--- src/rtl/switch_pkg.sv ---
// Shared widths, header field positions, arbiter state encoding and the round-robin pick helper
// used by the output daemon.
package switch_pkg;
  localparam int WORD_W  = 32;
  localparam int NUM_SRC = 4;
  localparam int SRC_W   = $clog2(NUM_SRC);

  localparam int SRC_MSB = 31;
  localparam int SRC_LSB = 24;
  localparam int LEN_MSB = 23;
  localparam int LEN_LSB = 8;
  localparam int DST_MSB = 7;
  localparam int DST_LSB = 0;
  localparam int LEN_W   = LEN_MSB - LEN_LSB + 1;

  typedef enum logic {
    IDLE = 1'b0,
    SEND = 1'b1
  } state_t;

  // First requester found searching upward from last+1, wrapping; last itself has lowest priority.
  function automatic logic [SRC_W-1:0] rr_pick(input logic [SRC_W-1:0] last,
                                               input logic [NUM_SRC-1:0] req);
    logic [SRC_W-1:0] idx;
    logic [SRC_W-1:0] pick;
    pick = last;
    for (int k = NUM_SRC; k >= 1; k--) begin
      idx = last + SRC_W'(k);
      if (req[idx]) pick = idx;
    end
    return pick;
  endfunction
endpackage

--- src/rtl/sync_fifo.sv ---
// Show-ahead synchronous FIFO, pointer-plus-wrap-bit full/empty; write-through on pop frees a full slot.
// dout is the head combinationally; no flow control beyond full/empty flags.
module sync_fifo #(
  parameter int WIDTH = 32,
  parameter int DEPTH = 16
) (
  input  logic             clk,
  input  logic             rst,
  input  logic             push,
  input  logic             pop,
  input  logic [WIDTH-1:0] din,
  output logic [WIDTH-1:0] dout,
  output logic             full,
  output logic             empty
);
  localparam int AW = $clog2(DEPTH);

  logic [AW:0]      r_wr_ptr;
  logic [AW:0]      r_rd_ptr;
  logic [WIDTH-1:0] r_mem [DEPTH];
  logic             w_wr;
  logic             w_rd;

  assign empty = (r_wr_ptr == r_rd_ptr);
  assign full  = (r_wr_ptr[AW] != r_rd_ptr[AW]) && (r_wr_ptr[AW-1:0] == r_rd_ptr[AW-1:0]);
  assign w_rd  = pop && !empty;
  // A simultaneous pop makes room, so a push into a full FIFO is still accepted.
  assign w_wr  = push && (!full || w_rd);
  assign dout  = r_mem[r_rd_ptr[AW-1:0]];

  always_ff @(posedge clk or negedge rst) begin
    if (!rst) begin
      r_wr_ptr <= '0;
      r_rd_ptr <= '0;
    end else begin
      if (w_wr) r_wr_ptr <= r_wr_ptr + (AW+1)'(1);
      if (w_rd) r_rd_ptr <= r_rd_ptr + (AW+1)'(1);
    end
  end

  always_ff @(posedge clk) begin
    if (w_wr) r_mem[r_wr_ptr[AW-1:0]] <= din;
  end
endmodule

--- src/rtl/output_daemon.sv ---
// Egress port: per-source FIFOs, round-robin whole-packet arbiter, one registered word per cycle.
// Header reaches output one cycle after it is buffered; output holds while out_ready is low, inputs never stall.
module output_daemon
  import switch_pkg::*;
#(
  parameter int DEPTH = 16
) (
  input  logic                clk,
  input  logic                rst,
  input  logic [WORD_W:0]     from_input_daemon_1,
  input  logic [WORD_W:0]     from_input_daemon_2,
  input  logic [WORD_W:0]     from_input_daemon_3,
  input  logic [WORD_W:0]     from_input_daemon_4,
  input  logic                out_ready,
  output logic [WORD_W-1:0]   output_word,
  output logic                output_valid,
  output logic [SRC_W-1:0]    grant,
  output logic [NUM_SRC-1:0]  overflow
);
  logic [WORD_W:0]    w_in   [NUM_SRC];
  logic [WORD_W-1:0]  w_head [NUM_SRC];
  logic [NUM_SRC-1:0] w_push;
  logic [NUM_SRC-1:0] w_pop;
  logic [NUM_SRC-1:0] w_full;
  logic [NUM_SRC-1:0] w_empty;

  state_t             r_state;
  state_t             w_state_nxt;
  logic [LEN_W-1:0]   r_remaining;
  logic [LEN_W-1:0]   w_rem_nxt;
  logic [SRC_W-1:0]   r_grant;
  logic [SRC_W-1:0]   w_sel;
  logic [SRC_W-1:0]   w_pick;
  logic [WORD_W-1:0]  r_word;
  logic               r_valid;
  logic [NUM_SRC-1:0] r_overflow;
  logic               w_free;
  logic               w_load;

  assign w_in[0] = from_input_daemon_1;
  assign w_in[1] = from_input_daemon_2;
  assign w_in[2] = from_input_daemon_3;
  assign w_in[3] = from_input_daemon_4;

  for (genvar g = 0; g < NUM_SRC; g++) begin : g_src
    assign w_push[g] = w_in[g][WORD_W];
    sync_fifo #(
      .WIDTH (WORD_W),
      .DEPTH (DEPTH)
    ) u_fifo (
      .clk   (clk),
      .rst   (rst),
      .push  (w_push[g]),
      .pop   (w_pop[g]),
      .din   (w_in[g][WORD_W-1:0]),
      .dout  (w_head[g]),
      .full  (w_full[g]),
      .empty (w_empty[g])
    );
  end

  assign w_free = !r_valid || out_ready;
  assign w_pick = rr_pick(r_grant, ~w_empty);

  always_comb begin
    w_state_nxt = r_state;
    w_rem_nxt   = r_remaining;
    w_pop       = '0;
    w_load      = 1'b0;
    w_sel       = r_grant;
    case (r_state)
      IDLE: begin
        if (w_free && !(&w_empty)) begin
          w_sel         = w_pick;
          w_load        = 1'b1;
          w_pop[w_pick] = 1'b1;
          w_rem_nxt     = w_head[w_pick][LEN_MSB:LEN_LSB];
          w_state_nxt   = (w_rem_nxt == '0) ? IDLE : SEND;
        end
      end
      SEND: begin
        // Mid-packet the grant is locked; an empty FIFO just leaves a bubble.
        if (w_free && !w_empty[r_grant]) begin
          w_load         = 1'b1;
          w_pop[r_grant] = 1'b1;
          w_rem_nxt      = r_remaining - LEN_W'(1);
          if (r_remaining == LEN_W'(1)) w_state_nxt = IDLE;
        end
      end
      default: w_state_nxt = IDLE;
    endcase
  end

  always_ff @(posedge clk or negedge rst) begin
    if (!rst) begin
      r_state     <= IDLE;
      r_remaining <= '0;
    end else begin
      r_state     <= w_state_nxt;
      r_remaining <= w_rem_nxt;
    end
  end

  always_ff @(posedge clk or negedge rst) begin
    if (!rst) begin
      r_grant    <= SRC_W'(NUM_SRC - 1);
      r_word     <= '0;
      r_valid    <= 1'b0;
      r_overflow <= '0;
    end else begin
      if (w_load) begin
        r_grant <= w_sel;
        r_word  <= w_head[w_sel];
        r_valid <= 1'b1;
      end else if (w_free) begin
        r_valid <= 1'b0;
      end
      r_overflow <= r_overflow | (w_push & w_full & ~w_pop);
    end
  end

  assign output_word  = r_word;
  assign output_valid = r_valid;
  assign grant        = r_grant;
  assign overflow     = r_overflow;
endmodule

--- config.mk ---
export PLATFORM = sky130hd
export DESIGN_NAME = output_daemon
export DESIGN_NICKNAME = d
export VERILOG_FILES = /design/src/rtl/switch_pkg.sv /design/src/rtl/sync_fifo.sv /design/src/rtl/output_daemon.sv
export SDC_FILE = /design/constraint.sdc
export NUM_CORES = 2
export LEC_CHECK = 0
export CORE_UTILIZATION = 31
export DETAILED_ROUTE_END_ITERATION = 7
export PLACE_DENSITY_LB_ADDON = 0.25
export SKIP_CTS_REPAIR_TIMING = 1
export SYNTH_ARGS = -nofsm -noshare
export SYNTH_HDL_FRONTEND = slang
export SYNTH_SLANG_ARGS = --single-unit
--- constraint.sdc ---
create_clock -name clk -period 7.2 [get_ports clk]
set_input_delay 0.72 -clock clk [delete_from_list [all_inputs] [get_ports clk]]
set_output_delay 0.72 -clock clk [all_outputs]
set_load 0.005 [all_outputs]
==> flow_summary.rst <==
.. list-table::
   :header-rows: 1

   * - Metric
     - Value
   * - EDFF count, synth
     - 2048
   * - TritonCTS Buffers
     - 211
   * - Ys async rst share
     - 4.48%
   * - Setup repair after global routing missed its margin
     - no
   * - Xor and xnor area share after synthesis
     - 0.577%
   * - Syn nets
     - 3956
   * - Outcome
     - finished clean
   * - Post-detail-place hpwl
     - 137 mm
   * - Net count of the finished layout
     - 4230
   * - Worst Max-Slew Pin Slew
     - 1.29 ns
   * - Top-count cell post-synth
     - edfxtp_1
   * - Antenna Nets Post-Route
     - 0
   * - Die height
     - 520 um
   * - Worst min-delay path class
     - reg -> reg
   * - Count of synthesis-stage warnings from yosys
     - 0
   * - Share of synthesized area spent on multiplexers
     - 16.5%
   * - Initial Utilization
     - 31.3%
   * - Max Clock Skew
     - 0.0282 ns
   * - Layout cells sized above 1
     - 26.2%
   * - Cell count of the worst reg-to-reg path
     - 10
   * - CTS root buffer
     - clkbuf_16
   * - CP top delay family
     - simple AND/OR/NAND/NOR gates
   * - Arrival time of data at the critical path endpoint
     - 6.06 ns
   * - Total routing resource utilization after global routing
     - 15.8%
   * - Worst Hold Launch
     - output_word[14]
   * - Instance count of the mapped netlist
     - 3795
   * - Crit Reg-Reg Endpoint
     - g_src[3].u_fifo.r_mem[12][5]
   * - Average routed wire per standard cell
     - 27.5 um
   * - Sinks on Clock Net
     - 2144
   * - First-pass GRT wire length
     - 307 mm
   * - Buffers on Ports
     - 173
   * - Per-cell via count in the routed design
     - 4.97
   * - Fin. max-slew vios
     - 0
   * - Leakage
     - 29.6 nW
   * - Setup Viol. Count Final
     - 0
   * - Power density normalized to cell area
     - 338 mW/mm^2
   * - Antenna violations before repair
     - 26
   * - Wire length reported by the detailed router
     - 214 mm
   * - Width of the die
     - 520 um
   * - Leading area contributor after synthesis
     - edfxtp_1
   * - Netlist cell types
     - 65
   * - Pre-Repair DR Iteration Count
     - 8
   * - Vias in the first global route
     - 40200
   * - CTS H-tree depth
     - 4
   * - Worst-Skew Late Latency
     - 0.84 ns
   * - Sort of element at the start of the critical path
     - flop
   * - Pre-CTS WS
     - 1.66 ns
   * - R2r setup slk
     - 1.66 ns
   * - Area of the die
     - 0.271 sq mm
   * - Io pins
     - 174
   * - Maximum number of pins on one net before global-route repair
     - 60
   * - Fin worst setup slack
     - 1.66 ns
   * - Leftover overflow at the end of global routing
     - 0
   * - Worst EP required
     - 7.72 ns
   * - WS Path Type
     - reg -> reg
   * - Row count
     - 189
   * - Part of the Yosys area used for sequential elements
     - 76.7%
   * - Starting DRC count in detailed routing
     - 3419
   * - Via total after detailed routing
     - 38700
   * - Max-cap violations
     - 0
   * - Dominant combinational cell family by area after synthesis
     - multiplexers
   * - Maximum root-to-sink buffer count
     - 3
   * - Fraction of the cycle the final worst path needs
     - 76.9%
   * - Slowest cell on the critical path
     - nor2_4
   * - Category of the worst setup path capture point
     - flop
   * - Top-area cell type share of the netlist area
     - 73.8%
   * - Min Tclk post-route
     - 5.54 ns
   * - FF+latch count, synth
     - 2144
   * - TritonCTS clock tree
     - yes
   * - Top cells by count, synth
     - 2048 x edfxtp_1, 586 x mux4_2, 183 x nand2_1
   * - Worst Hold Endpoint
     - output_word[14]
   * - Biggest area contributors in the synthesized netlist
     - edfxtp_1 74%, mux4_2 16%, dfrtp_1 2.8%
   * - Post-Syn Area per Cell
     - 22.0 sq um
   * - Adder and majority gate portion of the synthesized area
     - 0.390%
   * - Simple-gate portion of the synthesized area
     - 2.10%
   * - CP Buf/Inv Count
     - 1
   * - Crit Path Max Fanout
     - 23
   * - Core area
     - 0.266 sq mm
   * - Slew margin rel.
     - 11.8%
   * - CP max stage delay
     - 0.92 ns
   * - Number of fill cells
     - 24400
   * - Compound-Gate Fraction of Synth Area
     - 2.50%
   * - Final weighted congestion of routability-driven global placement
     - 0.826
   * - Critical path cell sequence
     - xor2_1 -> nor4_4 -> and2_1 -> nand2_2 -> a311oi_4 -> a22o_1 -> o21a_1 -> nand2_1 -> nor2_4 -> buf_4
   * - Final number of hold-violating endpoints
     - 0
   * - Peak ir drop on the vdd network
     - 262 uV
   * - Cells on Worst Hold Path
     - 2
   * - R2R Path Start
     - g_src[0].u_fifo.r_rd_ptr[2]
   * - Timing-limited maximum frequency
     - 181 MHz
   * - Layout area overhead
     - 16.1%
   * - Dominant synthesized flop cell
     - edfxtp_1
   * - Area of the mapped netlist
     - 0.0833 sq mm
   * - Total DRC errors in the routed layout
     - 0
   * - Clk slew on worst S/H paths
     - 0.06 ns
   * - Final total negative setup slack
     - 0 ns
==> cell usage in the layout (no fill, tap or decap), types with 9 or more instances in the layout <==
| cell | n |
|---|---|
| inv_1 | 19 |
| ha_1 | 26 |
| clkinv_1 | 47 |
| a21oi_1 | 56 |
| o21a_1 | 10 |
| nor3_2 | 16 |
| clkinvlp_4 | 9 |
| nand4_1 | 16 |
| dfrtp_1 | 83 |
| clkbuf_1 | 40 |
| clkdlybuf4s50_1 | 172 |
| a22oi_1 | 130 |
| nand2b_1 | 11 |
| nand2_1 | 183 |
| o21ai_0 | 42 |
| o21ai_1 | 10 |
| mux2i_1 | 31 |
| xnor2_1 | 39 |
| clkbuf_16 | 215 |
| and2_1 | 11 |
| nor2_4 | 45 |
| mux4_2 | 586 |
| a22o_1 | 21 |
| mux2_2 | 16 |
| edfxtp_1 | 2048 |
| bufinv_16 | 26 |
| clkinv_2 | 42 |
| nor2_1 | 55 |
| nor2b_1 | 11 |
| xor2_1 | 14 |
| buf_4 | 102 |
==> layer usage <==
layer / global-route usage (%) / vias to the layer above / part of all wire, %
met3: 3.57 / 263 / 5.5
met1: 21.5 / 21100 / 44
met2: 25.9 / 897 / 49
li1: - / 16500 / -
met5: 0 / - / 0.038
met4: 3.17 / 14 / 1.7
==> area by class of cell <==
type	count	area, sq um	share of cell area (%)
flip-flops and latches	2144	63900	66.1
multi-input cells	1409	18800	19.5
clock buffers	257	5560	5.75
well taps	3533	4420	4.57
repair buffers	279	2570	2.66
clock inverters	131	1310	1.36
inverters	24	90.1	0.0931
diodes	5	12.5	0.0129
==> how the worst max path moves through the flow <==
stage | startpoint | to | slack (ns) | cells after the start
floorplan | grant[0] | g_src[0].u_fifo.r_mem[3][0] | 1.85 | 13
global placement | g_src[3].u_fifo.r_rd_ptr[0] | g_src[1].u_fifo.r_mem[10][25] | 1.71 | 10
detailed placement | g_src[3].u_fifo.r_rd_ptr[0] | g_src[0].u_fifo.r_mem[8][20] | 1.66 | 10
CTS | g_src[3].u_fifo.r_rd_ptr[0] | g_src[0].u_fifo.r_mem[8][18] | 1.66 | 10
global route | g_src[3].u_fifo.r_rd_ptr[0] | g_src[0].u_fifo.r_mem[6][16] | 1.27 | 10
finish | g_src[0].u_fifo.r_rd_ptr[2] | g_src[3].u_fifo.r_mem[12][5] | 1.66 | 10
==> cell families (layout without fill, tap and decap cells) <==
| group | count (synthesis) | in the layout |
|---|---|---|
| compound gates | 303 | 303 |
| fa+ha+maj | 26 | 26 |
| xor+xnor | 54 | 54 |
| mux | 638 | 638 |
| flops | 2144 | 2144 |
| other cells | 0 | 5 |
| buf+inv | 242 | 691 |
| simple gates | 388 | 388 |
==> worst min-delay path, cell delays in order (launching register included) <==
cell and delay, ns:
dfrtp_1 0.35, nand2_1 0.05, nand2_1 0.05
==> power by group <==
part	switching, mW	internal (mW)
Combinational	3.59	2.26
Sequential	0.695	15.1
Clock	4.69	6.39
==> flip-flops by register name (all words and copies together), names as in the netlist <==
register               count
g_src.u_fifo.r_wr_ptr     20
overflow                   4
r_remaining               16
output_valid               1
g_src.u_fifo.r_mem      2048
grant                      2
output_word               32
g_src.u_fifo.r_rd_ptr     20
r_state                    1
==> through the flow <==
stage / hold slack (ns) / cells / util [%] / total power, mW / cell area [sq um]
final: 0.480 / 7782 / 36.3 / 32.7 / 96700
after global routing: 0.455 / 7778 / 36.3 / 33.9 / 96700
after CTS: -0.253 / 7776 / 36.3 / 33.1 / 96700
after detailed placement: 0.458 / 7388 / 33.7 / 22.1 / 89800
after global placement: 0.457 / 7388 / 33.7 / 22.0 / 89800
after floorplan: 0.424 / 3795 / - / 19.2 / 83300
Power figures use the tool's default switching activity.
